<file path="config.mk">
export PLATFORM = sky130hd
export DESIGN_NAME = alu_branch_ctrl_pipe
export DESIGN_NICKNAME = d
export VERILOG_FILES = /design/src/rtl/alu_pkg.sv /design/src/rtl/alu_ctrl_decode.sv /design/src/rtl/alu_branch_ctrl_pipe.sv
export SDC_FILE = /design/constraint.sdc
export NUM_CORES = 1
export LEC_CHECK = 0
export CAP_MARGIN = 20
export CORE_ASPECT_RATIO = 0.7
export CORE_UTILIZATION = 30
export DETAILED_ROUTE_END_ITERATION = 10
export HOLD_SLACK_MARGIN = 0.02
export PLACE_DENSITY = 0.51
export SYNTH_ARGS = -nofsm -noshare
export SYNTH_HDL_FRONTEND = slang
export SYNTH_HIERARCHICAL = 1
export SYNTH_SLANG_ARGS = --single-unit
export TNS_END_PERCENT = 30
</file>
<file path="constraint.sdc">
create_clock -name clk -period 1.9 [get_ports clk]
set_input_delay 0.19 -clock clk [delete_from_list [all_inputs] [get_ports clk]]
set_output_delay 0.19 -clock clk [all_outputs]
set_load 0.02 [all_outputs]
</file>
<file path="src/rtl/alu_pkg.sv">
// Shared encodings for the ALU-control / branch-resolution stage.
package alu_pkg;

  typedef enum logic [3:0] {
    ALU_ADD     = 4'h0,
    ALU_SUB     = 4'h1,
    ALU_AND     = 4'h2,
    ALU_OR      = 4'h3,
    ALU_XOR     = 4'h4,
    ALU_SLT     = 4'h5,
    ALU_SLTU    = 4'h6,
    ALU_SLL     = 4'h7,
    ALU_SRL     = 4'h8,
    ALU_SRA     = 4'h9,
    ALU_ILLEGAL = 4'hF
  } alu_ctrl_e;

  localparam logic [2:0] F3_BEQ  = 3'b000;
  localparam logic [2:0] F3_BNE  = 3'b001;
  localparam logic [2:0] F3_BLT  = 3'b100;
  localparam logic [2:0] F3_BGE  = 3'b101;
  localparam logic [2:0] F3_BLTU = 3'b110;
  localparam logic [2:0] F3_BGEU = 3'b111;

  localparam logic [1:0] ALUOP_ADD   = 2'b00;
  localparam logic [1:0] ALUOP_SUB   = 2'b01;
  localparam logic [1:0] ALUOP_RTYPE = 2'b10;
  localparam logic [1:0] ALUOP_ILL   = 2'b11;

  localparam int FLUSH_MAX = 7;

endpackage

</file>
<file path="src/rtl/alu_ctrl_decode.sv">
// Combinational decode of func3/func7_5/op5/ALUOp into an ALU control code.
module alu_ctrl_decode
  import alu_pkg::*;
(
  input  logic [2:0] func3,
  input  logic       func7_5,
  input  logic       op5,
  input  logic [1:0] alu_op,
  output alu_ctrl_e  alu_ctrl,
  output logic       alu_illegal
);

  always_comb begin
    alu_ctrl    = ALU_ADD;
    alu_illegal = 1'b0;
    case (alu_op)
      ALUOP_ADD: alu_ctrl = ALU_ADD;
      ALUOP_SUB: alu_ctrl = ALU_SUB;
      ALUOP_RTYPE: begin
        case (func3)
          // immediate forms (op5=0) never subtract, even with func7_5 set
          3'b000:  alu_ctrl = (op5 & func7_5) ? ALU_SUB : ALU_ADD;
          3'b001:  alu_ctrl = ALU_SLL;
          3'b010:  alu_ctrl = ALU_SLT;
          3'b011:  alu_ctrl = ALU_SLTU;
          3'b100:  alu_ctrl = ALU_XOR;
          3'b101:  alu_ctrl = func7_5 ? ALU_SRA : ALU_SRL;
          3'b110:  alu_ctrl = ALU_OR;
          default: alu_ctrl = ALU_AND;
        endcase
      end
      default: begin
        alu_ctrl    = ALU_ILLEGAL;
        alu_illegal = 1'b1;
      end
    endcase
  end

endmodule

</file>
<file path="src/rtl/alu_branch_ctrl_pipe.sv">
// Two-stage ALU-control / branch-resolution pipe with wrong-path squash and
// saturating branch statistics. CTRL_W must be at least 4.
module alu_branch_ctrl_pipe
  import alu_pkg::*;
#(
  parameter int CTRL_W      = 4,
  parameter int CNT_W       = 16,
  parameter int FLUSH_DEPTH = 1
) (
  input  logic              clk,
  input  logic              rst_n,
  input  logic              in_valid,
  output logic              in_ready,
  input  logic [2:0]        func3,
  input  logic              func7_5,
  input  logic              op5,
  input  logic [1:0]        alu_op,
  input  logic              branch,
  input  logic              jump,
  input  logic              flag_zero,
  input  logic              flag_lt,
  input  logic              flag_ltu,
  input  logic              ex_ready,
  input  logic              clear_cnt,
  output logic              ctrl_valid,
  output logic [CTRL_W-1:0] alu_ctrl_o,
  output logic              illegal_o,
  output logic              pcsrc_o,
  output logic              res_valid,
  output logic              flush_o,
  output logic [CNT_W-1:0]  branch_cnt_o,
  output logic [CNT_W-1:0]  taken_cnt_o
);

  localparam int              FLUSH_LD = (FLUSH_DEPTH > FLUSH_MAX) ? FLUSH_MAX : FLUSH_DEPTH;
  localparam logic [CNT_W-1:0] CNT_MAX = '1;

  alu_ctrl_e  dec_ctrl;
  logic       dec_illegal;
  logic       br_illegal;
  logic       s1_branch, s1_jump;
  logic [2:0] s1_func3;
  logic [2:0] sq_cnt;
  logic       cond_met, xfer, taken_xfer, hs, load, resolves;

  alu_ctrl_decode u_decode (
    .func3       (func3),
    .func7_5     (func7_5),
    .op5         (op5),
    .alu_op      (alu_op),
    .alu_ctrl    (dec_ctrl),
    .alu_illegal (dec_illegal)
  );

  assign br_illegal = branch & ((func3 == 3'b010) | (func3 == 3'b011));

  always_comb begin
    cond_met = 1'b0;
    case (s1_func3)
      F3_BEQ:  cond_met = flag_zero;
      F3_BNE:  cond_met = ~flag_zero;
      F3_BLT:  cond_met = flag_lt;
      F3_BGE:  cond_met = ~flag_lt;
      F3_BLTU: cond_met = flag_ltu;
      F3_BGEU: cond_met = ~flag_ltu;
      default: cond_met = 1'b0;
    endcase
  end

  assign in_ready   = ~ctrl_valid | ex_ready;
  assign xfer       = ctrl_valid & ex_ready;
  assign taken_xfer = xfer & (s1_jump | (s1_branch & cond_met));
  assign flush_o    = taken_xfer | (sq_cnt != 3'd0);
  assign hs         = in_valid & in_ready;
  assign load       = hs & ~flush_o;
  assign resolves   = xfer & (s1_branch | s1_jump);

  always_ff @(posedge clk or negedge rst_n) begin
    if (!rst_n) begin
      ctrl_valid <= 1'b0;
      alu_ctrl_o <= '0;
      illegal_o  <= 1'b0;
      s1_branch  <= 1'b0;
      s1_jump    <= 1'b0;
      s1_func3   <= 3'd0;
    end else if (load) begin
      ctrl_valid <= 1'b1;
      alu_ctrl_o <= CTRL_W'(dec_ctrl);
      illegal_o  <= dec_illegal | br_illegal;
      s1_branch  <= branch;
      s1_jump    <= jump;
      s1_func3   <= func3;
    end else if (xfer) begin
      ctrl_valid <= 1'b0;
    end
  end

  // the same-cycle handshake is squashed by taken_xfer itself, so the reload ignores it
  always_ff @(posedge clk or negedge rst_n) begin
    if (!rst_n) begin
      sq_cnt    <= 3'd0;
      res_valid <= 1'b0;
      pcsrc_o   <= 1'b0;
    end else begin
      res_valid <= xfer;
      pcsrc_o   <= taken_xfer;
      if (taken_xfer)
        sq_cnt <= 3'(FLUSH_LD);
      else if (hs && sq_cnt != 3'd0)
        sq_cnt <= sq_cnt - 3'd1;
    end
  end

  always_ff @(posedge clk or negedge rst_n) begin
    if (!rst_n) begin
      branch_cnt_o <= '0;
      taken_cnt_o  <= '0;
    end else if (clear_cnt) begin
      branch_cnt_o <= '0;
      taken_cnt_o  <= '0;
    end else begin
      if (resolves && branch_cnt_o != CNT_MAX)
        branch_cnt_o <= branch_cnt_o + 1'b1;
      if (taken_xfer && taken_cnt_o != CNT_MAX)
        taken_cnt_o <= taken_cnt_o + 1'b1;
    end
  end

endmodule

</file>
* Word-level counts from Yosys, hierarchy flattened
Index checks and enable logic that the tools add are counted.
Operators by class: add/subtract/negate cells 3, equal/unequal tests 15, mux-type cells 14, bitwise logic cells 19, reductions and logical operators 12
Operator list (number):
- 16-bit 2-to-1 mux | 4
- 16-bit by 1-bit adder with 16-bit output (second input constant) | 2
- 16-bit inequality test (second input constant) | 2
- 4-bit one-hot mux with 7 select lines | 1
- 3-bit equality test (second input constant) | 7
- 4-bit one-hot mux with 3 select lines | 1
- 1-bit bitwise AND | 8
- 2-bit nonzero test | 4
- 3-bit by 1-bit equality test with 1-bit output (second input constant) | 2
- 3-bit by 2-bit equality test with 1-bit output (second input constant) | 2
- 3-bit zero test | 2
- 3-bit 2-to-1 mux | 2
- 1-bit bitwise OR | 6
- 1-bit one-hot mux with 6 select lines | 1
- 1-bit 2-to-1 mux | 5
- 1-bit inverter | 5
- 1-bit logical AND | 3
- 3-bit nonzero test | 1
- 3-bit OR reduction | 1
- 3-bit by 1-bit subtractor with 3-bit output (second input constant) | 1
- 2-bit by 1-bit equality test with 1-bit output (second input constant) | 1
- 2-bit equality test (second input constant) | 1
- 2-bit zero test | 1
Storage, ports and cells: bits in registers 48, input bits 17, output and inout port bits 42, logic and storage cells 74

* Longest topological paths before layout
Gate-level depths: netlist of run 1.
word-level depth 9, depth in mapped cells 7, mapped depth without buffers 6

* By module
The synthesis of run 1 kept the hierarchy.
By module, submodules not included:
- alu_branch_ctrl_pipe | instances 1, cells each 250, area an instance 2541.2 sq um, seq. area each 1201.2 sq um
- alu_ctrl_decode | instances 1, cells each 15, area an instance 87.6 sq um, seq. area each 0.0 sq um

* Least setup slack after synthesis of run 1
Ideal clock, no wire load.
path kind register to register, from register taken_cnt_o[0], to register taken_cnt_o[5], library setup time 0.125 ns, data arrival time 1.791 ns, data required time 1.775 ns, path slack -0.016 ns, cell stages (with the launch flop) 7, path buffers 0, clock period less this slack 1.916 ns, cells stage by stage dfrtp_1 > ha_1 > nand2_1 > or3_1 > o21ai_2 > nor4_1 > mux2_2
On the way: cells in the longest elaborated chain, start to end 3, elaborated cells on any way between the ends 6, classes of those cells 1 x add/sub; 1 x eq/ne; 2 x mux; 2 x reduce/logical
Ends and longest elaborated chain:
- start, declared | line alu_branch_ctrl_pipe.sv:32 | output logic [CNT_W-1:0] taken_cnt_o
- start signal, assigned | line alu_branch_ctrl_pipe.sv:125 | taken_cnt_o <= taken_cnt_o + 1'b1;
- 16-bit by 1-bit adder with 16-bit output / 16-bit inequality test (equally long branches) | line alu_branch_ctrl_pipe.sv:125, alu_branch_ctrl_pipe.sv:124
- 16-bit 2-to-1 mux / 1-bit logical AND (equally long branches) | line alu_branch_ctrl_pipe.sv:124 | if (taken_xfer && taken_cnt_o != CNT_MAX)
- 16-bit 2-to-1 mux / 2-bit nonzero test (equally long branches)
Parallel ways exist; a longest one is shown, timed or not. The select of a mux whose other input is x is not followed. A chain may end at the register's enable or synchronous reset.

* Worst setup path after layout of run 1
from register s1_func3[0], to register illegal_o
On the way: cells in the longest elaborated chain, start to end 8, elaborated cells on any way between the ends 13, classes of those cells 5 x eq/ne; 1 x mux; 6 x bitwise; 1 x reduce/logical
Ends and longest elaborated chain:
- start, declared | line alu_branch_ctrl_pipe.sv:42 | logic [2:0] s1_func3;
- start signal, assigned | line alu_branch_ctrl_pipe.sv:92 | s1_func3 <= func3;
- 3-bit equality test (tied with other cells) | line alu_branch_ctrl_pipe.sv:59 | case (s1_func3)
- 1-bit one-hot mux with 6 select lines * | line alu_branch_ctrl_pipe.sv:59
- 1-bit bitwise AND * | line alu_branch_ctrl_pipe.sv:72 | assign taken_xfer = xfer & (s1_jump | (s1_branch & cond_met));
- 1-bit bitwise OR * | line alu_branch_ctrl_pipe.sv:72
- 1-bit bitwise AND * | line alu_branch_ctrl_pipe.sv:72
- 1-bit bitwise OR * | line alu_branch_ctrl_pipe.sv:73 | assign flush_o = taken_xfer | (sq_cnt != 3'd0);
- 1-bit inverter * | line alu_branch_ctrl_pipe.sv:75 | assign load = hs & ~flush_o;
- 1-bit bitwise AND * | line alu_branch_ctrl_pipe.sv:75
- end signal, assigned | line alu_branch_ctrl_pipe.sv:89 | illegal_o <= dec_illegal | br_illegal;
- end, declared | line alu_branch_ctrl_pipe.sv:27 | output logic illegal_o,
Mark *: on every way between the ends. The rest lies on a longest branch, timed or not.

==> results of run 1 <==
[repair_timing]
action	CTS	global route
pin swaps	2	6
endpoints found under the setup margin	11	26
gates resized for setup	6	27
hold endpoints to repair	0	0
setup buffers	0	3
[layout by cell type, fill, tap and decap left out, drive strengths merged, types with 3 or more instances in the layout]
| cell | count |
|---|---|
| nor2b | 6 |
| o31ai | 9 |
| ha | 4 |
| nor3b | 3 |
| or4 | 8 |
| nor3 | 7 |
| mux2 | 15 |
| nand3 | 17 |
| buf | 51 |
| nand4 | 8 |
| or3 | 4 |
| clkbuf | 7 |
| nand3b | 3 |
| nor2 | 28 |
| inv | 8 |
| o21ai | 12 |
| nor4 | 5 |
| and3 | 3 |
| a21oi | 19 |
| dfrtp | 48 |
| xnor2 | 15 |
| nand2 | 13 |
| clkdlybuf4s50 | 56 |
[synth_stat cells (all sizes together) (3+ instances only)]
| cell | instances |
|---|---|
| clkbuf | 4 |
| inv | 8 |
| nor3 | 7 |
| nor3b | 3 |
| nand4 | 8 |
| nor2 | 28 |
| or3 | 4 |
| nand3 | 17 |
| nor2b | 6 |
| ha | 4 |
| xnor2 | 15 |
| mux2 | 15 |
| nand2 | 13 |
| buf | 3 |
| a21oi | 19 |
| and3 | 3 |
| o31ai | 9 |
| dfrtp | 48 |
| nor4 | 5 |
| nand3b | 3 |
| o21ai | 12 |
| or4 | 8 |
[cells by family after synthesis]
| kind of cell | count (synthesis) | share of synthesized area, % |
|---|---|---|
| XOR/XNOR | 15 | 5.00 |
| adder cells (fa/ha/maj) | 4 | 1.90 |
| AO/OA/AOI/OAI | 54 | 14.0 |
| buffers and inverters | 15 | 2.62 |
| AND/OR/NAND/NOR | 112 | 23.6 |
| multiplexers | 17 | 7.19 |
| flip-flops | 48 | 45.7 |
[power by group]
part	switching, mW	internal, mW
registers	0.121	1.18
logic	0.593	0.598
clock network	0.387	0.525
[worst max-delay path by stage]
stage	startpoint	end	slack (ps)	cells past startpoint
finish	s1_func3[0]$_DFFE_PN0P_	illegal_o$_DFFE_PN0P_	40	6
CTS	s1_func3[0]$_DFFE_PN0P_	s1_func3[2]$_DFFE_PN0P_	10	6
floorplan	taken_cnt_o[0]$_DFFE_PN0P_	taken_cnt_o[9]$_DFFE_PN0P_	-6	6
detailed placement	flag_ltu	flush_o	-250	6
global route	s1_func3[1]$_DFFE_PN0P_	illegal_o$_DFFE_PN0P_	-50	6
global placement	flag_ltu	flush_o	-280	6
[metal layers]
layer | vias up | share of wire (%) | routed length (µm)
met5 | - | 0 | 0
li1 | 1193 | - | -
met1 | 1171 | 54 | 3660
met2 | 44 | 41 | 2790
met3 | 5 | 4.2 | 283
met4 | 0 | 0.85 | 58
[final cells by class]
class | instances | area [µm²] | area share, %
Multi-Input combinational cell | 202 | 1480 | 37.2
Clock buffer | 7 | 143 | 3.59
Tap cell | 120 | 150 | 3.78
Timing Repair Buffer | 107 | 958 | 24.1
Inverter | 8 | 30.0 | 0.757
Sequential cell | 48 | 1200 | 30.3
Clock inverter | 1 | 7.51 | 0.189
[stage by stage]
stage               TNS [ps]  cells
finish                     0    493
detailed placement     -4400    483
CTS                        0    491
global placement       -3870    483
global route            -207    493
floorplan              -5.69    265
[state kept, by name (all words and copies together) (netlist names)]
| signal | cells |
|---|---|
| alu_ctrl_o | 4 |
| branch_cnt_o | 16 |
| ctrl_valid | 1 |
| illegal_o | 1 |
| pcsrc_o | 1 |
| res_valid | 1 |
| s1_branch | 1 |
| s1_func3 | 3 |
| s1_jump | 1 |
| sq_cnt | 3 |
| taken_cnt_o | 16 |
==> impl_metrics.toml, run 1 <==
[outcome]
status = "completed"

[sta]
maxSlewViolCount = 0
worst_pin_slew_ps = 625
fin_crit_ps = 1860
finalSetupViolCount = 0
timing.final.crit_share_pct = 97.9
hold_violations = 0
fin_worst_skew_ps = 6.35
worst_slack_ps = 40.8
fmax_mhz = 538
relSlewSlack_pct = 58.4
rsz0062_at_grt = "true"
hold_ws_ps = 6.92

[worst_setup_path]
critPathCaptureType = "register"
cp_slowest_stage_delay_ps = 440
path_class = "register to register"
r2r_setup_slack_ps = 40
ff2ff_path_depth = 6
crit_required_ps = 2080
r2r-end = "illegal_o$_DFFE_PN0P_"
cp.arrival_ps = 2040
cp_cell_sequence = "xnor2_1 -> o21ai_2 -> a221o_2 -> a21oi_4 -> buf_12 -> mux2_2"
critPathTopFamily = "compound AO/OA/AOI/OAI gates"
crit_fanout = 10
worst-path-buf-inv = 1
cpMaxStageDelayCell = "dfrtp_2"
r2r-start = "s1_func3[0]$_DFFE_PN0P_"
cp-start-kind = "register"

[route]
drt_first_pass_iters = 4
drc = 0
antenna_left = 0
viasPerCell = 4.89
dr_total_vias = 2413
drt_iter0_drc = 83
drt_wl_total_um = 6790
wl_per_cell_um = 13.8

[logic_synthesis]
synth_top_area_share_pct = 45.7
synth_edf_count = 0
synth_flop_cell = "dfrtp_1"
ys_ff_latch = 48
netlist_instances = 265
synth.avg_cell_area_um2 = 9.92
synth.area.top_cells = "dfrtp_1, mux2_2, xnor2_1"
synth_warnings = 6
synthDistinctLibCells = 47
syn_nets = 286
synth_area_mm2 = 0.00263
ys_seq_area_share_pct = 45.7
synth-async-reset-ratio_pct = 100
yosys.area.top_type = "dfrtp_1"

[cts]
clock-sinks = 48
clk_pin_slew_ps = 70
cts-htree-levels = 2
cts_hold_buf = 0
cts-buffers-inserted = 5
insertion_delay_ps = 290
cts_tree = "built"
cts_buffer_depth = 2
cts.root.buffer_cell = "clkbuf_16"

[grt]
grt_antenna_before_repair = 0
use_met1_pct = 23.4
grt.met2_usage_pct = 23.2
grt_pass1_vias = 2276
grtUsageMet3_pct = 4.23
grt_max_degree = 49
grt.total_usage_pct = 16.0
grt_pass1_wl_um = 11400
overflow = 0
top_usage_layer = "met1"

[flow_run]
cap_viol_max_count = 0

[floorplanning]
die_x_um = 114
std_cell_rows = 28
start_util_pct = 31.0
core_area_mm2 = 0.00848
io_pins = 59
die_h_um = 80.3
die_area_mm2 = 0.00915

[placement]
io_buffers = 58
dpl_cell_area_mm2 = 0.00369
dp_hpwl_um = 4980
place.gp.congestion = 0.825
post-place-ws_ps = -247

[layout]
final_core_util_pct = 46.8
diodes = 0
area.growth.synth_to_final_pct = 51.0
fillers = 830
drive_gt1_share_pct = 25.5
fin_nets = 393
stdcell_area_mm2 = 0.00397

[power]
power.leakage_nw = 1.61
p_per_area_mw_per_mm2 = 856
vdd_drop_max_v = 0.000484
power_mw = 3.40

[worst_hold_path]
hp-class = "input pin to async pin"
Note: power is estimated with default switching activity, not from simulation.
==> inputs of run 2 (changes only) <==
--- a/config.mk
+++ b/config.mk
@@ -5,12 +5,15 @@
 export SDC_FILE = /design/constraint.sdc
 export NUM_CORES = 1
 export LEC_CHECK = 0
+export ABC_AREA = 1
 export CAP_MARGIN = 20
+export CELL_PAD_IN_SITES_DETAIL_PLACEMENT = 0
+export CELL_PAD_IN_SITES_GLOBAL_PLACEMENT = 1
 export CORE_ASPECT_RATIO = 0.7
 export CORE_UTILIZATION = 30
 export DETAILED_ROUTE_END_ITERATION = 10
 export HOLD_SLACK_MARGIN = 0.02
-export PLACE_DENSITY = 0.51
+export PLACE_DENSITY = 0.67
 export SYNTH_ARGS = -nofsm -noshare
 export SYNTH_HDL_FRONTEND = slang
 export SYNTH_HIERARCHICAL = 1
==> impl_metrics.toml, run 2 <==
[power]
power_mw = 3.36
p_per_area_mw_per_mm2 = 846
vdd_drop_max_v = 0.000514
power.leakage_nw = 1.87

[floorplanning]
die_h_um = 85.7
start_util_pct = 30.9
io_pins = 59
die_area_mm2 = 0.0104
die_x_um = 122
core_area_mm2 = 0.00972
std_cell_rows = 30

[logic_synthesis]
netlist_instances = 424
synth-async-reset-ratio_pct = 100
synth_top_area_share_pct = 40.0
yosys.area.top_type = "dfrtp_1"
synth_most_common_cell = "nand2_1"
syn_nets = 445
synth_edf_count = 0
synth.avg_cell_area_um2 = 7.08
synth_commonest_cells = "nand2_1, dfrtp_1, nor2_1"
synth_warnings = 6
ys_ff_latch = 48
synth.area.top_cells = "dfrtp_1, nand2_1, nand3_1"
ys_seq_area_share_pct = 40.0
synthDistinctLibCells = 32
synth_flop_cell = "dfrtp_1"
synth_area_mm2 = 0.00300

[worst_setup_path]
critPathMostFrequentCell = "nand2_1"
ff2ff_path_depth = 9
crit_required_ps = 1710
cp_slowest_stage_delay_ps = 440
cpMaxStageDelayCell = "dfrtp_1"
cp.arrival_ps = 1550
path_class = "register to primary output"
cp-start-kind = "register"
critPathCaptureType = "primary output"
crit_fanout = 5
cp_cell_sequence = "nor2_1 -> nor2_1 -> a21oi_1 -> nand2_1 -> nand2_1 -> nand2_1 -> dlygate4sd2_1"

[cts]
cts_tree = "built"
cts-buffers-inserted = 5
insertion_delay_ps = 280
cts_buffer_depth = 2
cts-htree-levels = 2
cts.root.buffer_cell = "clkbuf_16"
clk_pin_slew_ps = 70
clock-sinks = 48

[grt]
grt.total_usage_pct = 16.1
grt_max_degree = 49
grt_pass1_wl_um = 13400
grt_antenna_before_repair = 0
overflow = 0
grt_pass1_vias = 2660

[outcome]
status = "completed"

[placement]
io_buffers = 58
place_inst = 616
post-place-ws_ps = 4.25
place.gp.congestion = 0.819
dpl_cell_area_mm2 = 0.00382
dp_hpwl_um = 5940

[layout]
finalNonFillerCells = 625
fin_nets = 517
drive_gt1_share_pct = 9.26
stdcell_area_mm2 = 0.00397
final_core_util_pct = 40.9
reg_top3 = "branch_cnt_o (16), taken_cnt_o (16), alu_ctrl_o (4)"
final_cell_mix = "nand2_1, clkdlybuf4s50_1, dfrtp_1"
area.growth.synth_to_final_pct = 32.4
diodes = 0
layout_commonest_cell = "nand2_1"

[sta]
finalSetupViolCount = 0
hold_ws_ps = 433
fmax_mhz = 576
fin_crit_ps = 1740
worst_pin_slew_ps = 495
timing.final.crit_share_pct = 91.4
relSlewSlack_pct = 66.7
finalSetupTns_ps = 0
maxSlewViolCount = 0
hold_violations = 0
fin_worst_skew_ps = 5.10
rsz0062_at_grt = "false"
worst_slack_ps = 163

[worst_hold_path]
hp-class = "input pin to async pin"

[route]
drt_wl_total_um = 7810
dr_total_vias = 2865
drc = 0
viasPerCell = 4.58
antenna_left = 0
wl_per_cell_um = 12.5
drt_iter0_drc = 196
drt_first_pass_iters = 4

[flow_run]
cap_viol_max_count = 0
-- run 2: where the power goes --
group	total (mW)	internal [mW]	leakage (nW)	switching, mW
Combinational	1.15	0.499	1.14	0.655
Clock	0.867	0.486	0.0736	0.382
Sequential	1.34	1.19	0.648	0.147
Total	3.36	2.18	1.87	1.18
-- run 2: final timing paths --
check / from / end / slack [ps]
worst max-delay path: s1_func3[0]$_DFFE_PN0P_ / flush_o / 160
worst min-delay path: rst_n / branch_cnt_o[14]$_DFFE_PN0P_ / 430
worst max register to register: branch_cnt_o[1]$_DFFE_PN0P_ / branch_cnt_o[10]$_DFFE_PN0P_ / 220
worst min register to register: alu_ctrl_o[3]$_DFFE_PN0P_ / alu_ctrl_o[3]$_DFFE_PN0P_ / 490
max in group asynchronous: rst_n / s1_func3[1]$_DFFE_PN0P_ / 1250
min in group clk: alu_ctrl_o[3]$_DFFE_PN0P_ / alu_ctrl_o[3]$_DFFE_PN0P_ / 490
-- run 2: final cells by class --
cell class | count | area, µm²
Inverter | 34 | 128
Tap cell | 128 | 160
Clock buffer | 5 | 125
Sequential cell | 48 | 1200
Clock inverter | 3 | 18.8
Fill cell | 995 | 5750
Timing Repair Buffer | 78 | 739
Multi-Input combinational cell | 329 | 1600
-- run 2: per-layer routing --
metal / track usage (%) / wire length, µm
met5: 0 / 0
met4: 2.69 / 46
met3: 2.86 / 401
met2: 22.8 / 3050
met1: 25.3 / 4320
-- run 2: logic make-up after synthesis --
kind of cell / after synthesis / synth area share, %
XOR/XNOR: 16 / 4.67
adder cells (fa/ha/maj): 4 / 1.67
buffers and inverters: 47 / 6.67
AND/OR/NAND/NOR: 294 / 43.9
AO/OA/AOI/OAI: 15 / 3.04
flip-flops: 48 / 40.0
-- run 2: critical path: cells and delay by family, from the launching register on --
kind	cells	cell delay [ps]
AOI/OAI and AO/OA	1	110
and+or+nand+nor	5	390
buffers and inverters	1	320
DFF	1	440
-- run 2: timing repair --
action | 4_1_cts | 5_1_grt
setup endpoints to repair | 1 | 1
setup buffers | 0 | 0
gates resized for setup | 1 | 1
pin swaps | 0 | 0
hold buffers | 1 | 0
endpoints found under the hold margin | 48 | 0
==> inputs of run 3 (changes only) <==
--- a/config.mk
+++ b/config.mk
@@ -10,6 +10,7 @@
 export CELL_PAD_IN_SITES_DETAIL_PLACEMENT = 0
 export CELL_PAD_IN_SITES_GLOBAL_PLACEMENT = 1
 export CORE_ASPECT_RATIO = 0.7
+export CORE_MARGIN = 2
 export CORE_UTILIZATION = 30
 export DETAILED_ROUTE_END_ITERATION = 10
 export HOLD_SLACK_MARGIN = 0.02
==> impl_metrics.toml, run 3 (synthesis gave the netlist of run 2 again) <==
[grt]
grt_pass1_vias = 2805
grt_pass1_wl_um = 13800
grt.total_usage_pct = 16.2
grt_antenna_before_repair = 0
overflow = 0
grt_max_degree = 29

[sta]
fmax_mhz = 572
worst_pin_slew_ps = 523
timing.final.crit_share_pct = 92.1
fin_crit_ps = 1750
finalSetupViolCount = 0
hold_violations = 0
fin_worst_skew_ps = 3.77
relSlewSlack_pct = 64.9
maxSlewViolCount = 0
rsz0062_at_grt = "false"
finalSetupTns_ps = 0

[worst_setup_path]
crit_fanout = 4
crit_required_ps = 1710
startpoint = "s1_func3[2]$_DFFE_PN0P_"
critPathCaptureType = "primary output"
ff2ff_path_depth = 9
cp-start-kind = "register"
r2r-start = "branch_cnt_o[1]$_DFFE_PN0P_"
path_class = "register to primary output"
cp.arrival_ps = 1560

[cts]
cts_buffer_depth = 2
cts_setup_buffers = 0
cts-buffers-inserted = 5
clock-sinks = 48
cts.root.buffer_cell = "clkbuf_16"
insertion_delay_ps = 290
cts_tree = "built"
clk_pin_slew_ps = 70
cts-htree-levels = 2

[floorplanning]
io_pins = 59
std_cell_rows = 30
core_area_mm2 = 0.00972
die_x_um = 124
die_h_um = 87.7
start_util_pct = 30.9
die_area_mm2 = 0.0108

[placement]
place.gp.congestion = 0.835
io_buffers = 58
dpl_cell_area_mm2 = 0.00383
dp_hpwl_um = 6110

[worst_hold_path]
hp-class = "input pin to async pin"

[layout]
fin_nets = 518
drive_gt1_share_pct = 9.44
fillers = 1003
area.growth.synth_to_final_pct = 34.1
final_core_util_pct = 41.4
final_cell_mix = "nand2_1, clkdlybuf4s50_1, dfrtp_1"
diodes = 0
layout_commonest_cell = "nand2_1"
stdcell_area_mm2 = 0.00402
reg_top3 = "branch_cnt_o (16), taken_cnt_o (16), alu_ctrl_o (4)"

[route]
wl_per_cell_um = 13.1
dr_total_vias = 2913
antenna_left = 0
drc = 0
drt_iter0_drc = 154
viasPerCell = 4.65
drt_first_pass_iters = 5
drt_wl_total_um = 8190

[power]
power.leakage_nw = 1.88
vdd_drop_max_v = 0.000517
p_per_area_mw_per_mm2 = 879

[outcome]
status = "completed"

[flow_run]
cap_viol_max_count = 0
run 3: worst paths after layout:
check / slack (ps) / to
max in group asynchronous: 960 / taken_cnt_o[3]$_DFFE_PN0P_
max: 150 / flush_o
min in group clk: 480 / alu_ctrl_o[2]$_DFFE_PN0P_
max reg2reg: 190 / branch_cnt_o[4]$_DFFE_PN0P_
min: 400 / branch_cnt_o[7]$_DFFE_PN0P_
min reg2reg: 480 / alu_ctrl_o[2]$_DFFE_PN0P_
run 3: layer usage:
layer / GRT usage (%) / vias up / routed length, µm
li1: - / 1515 / -
met5: 0 / - / 0
met4: 3.93 / 0 / 59
met1: 25.0 / 1326 / 4460
met2: 22.7 / 66 / 3270
met3: 3.45 / 6 / 392
run 3: repair_timing:
item / CTS / global route
endpoints found under the setup margin: 1 / 10
pin swaps: 0 / 2
hold endpoints to repair: 20 / 0
hold buffers: 1 / 0
cloned: 0 / 1
resized for setup: 1 / 1
run 3: critical path, cell delays in order (launching register included):
cell and delay (ps):
dfrtp_1 430, inv_1 60, nand2_1 70, nand2_1 60
nand2_1 50, nand3_1 60, nand2_1 80, nand2_1 70
nand2_1 60, dlygate4sd2_1 340
run 3: power breakdown:
part           leakage (nW)  internal (mW)  switching, mW  total, mW
clock network        0.0798          0.619          0.404       1.02
logic                  1.16          0.507          0.666       1.17
registers             0.648           1.19          0.150       1.34
total                  1.88           2.32           1.22       3.54
run 3: area by class of cell:
cell class              count  area (µm²)  share of cell area, %
multi-input cells         330        1620                   40.1
flip-flops and latches     48        1200                   29.9
repair buffers             78         752                   18.7
well taps                 128         160                   3.98
inverters                  34         128                   3.17
clock buffers               5         125                   3.11
clock inverters             3        42.5                   1.06
run 3: stage by stage:
step | std cells | hold WS, ps | total power, mW | setup WS (ps)
2_1_floorplan | 424 | -106 | 1.99 | 180
3_3_place_gp | 616 | 192 | 2.53 | 17.9
3_5_place_dp | 616 | 194 | 2.53 | 11.1
4_1_cts | 625 | 432 | 3.57 | 136
5_1_grt | 626 | 466 | 3.79 | 15.3
6_report | 626 | 405 | 3.54 | 151
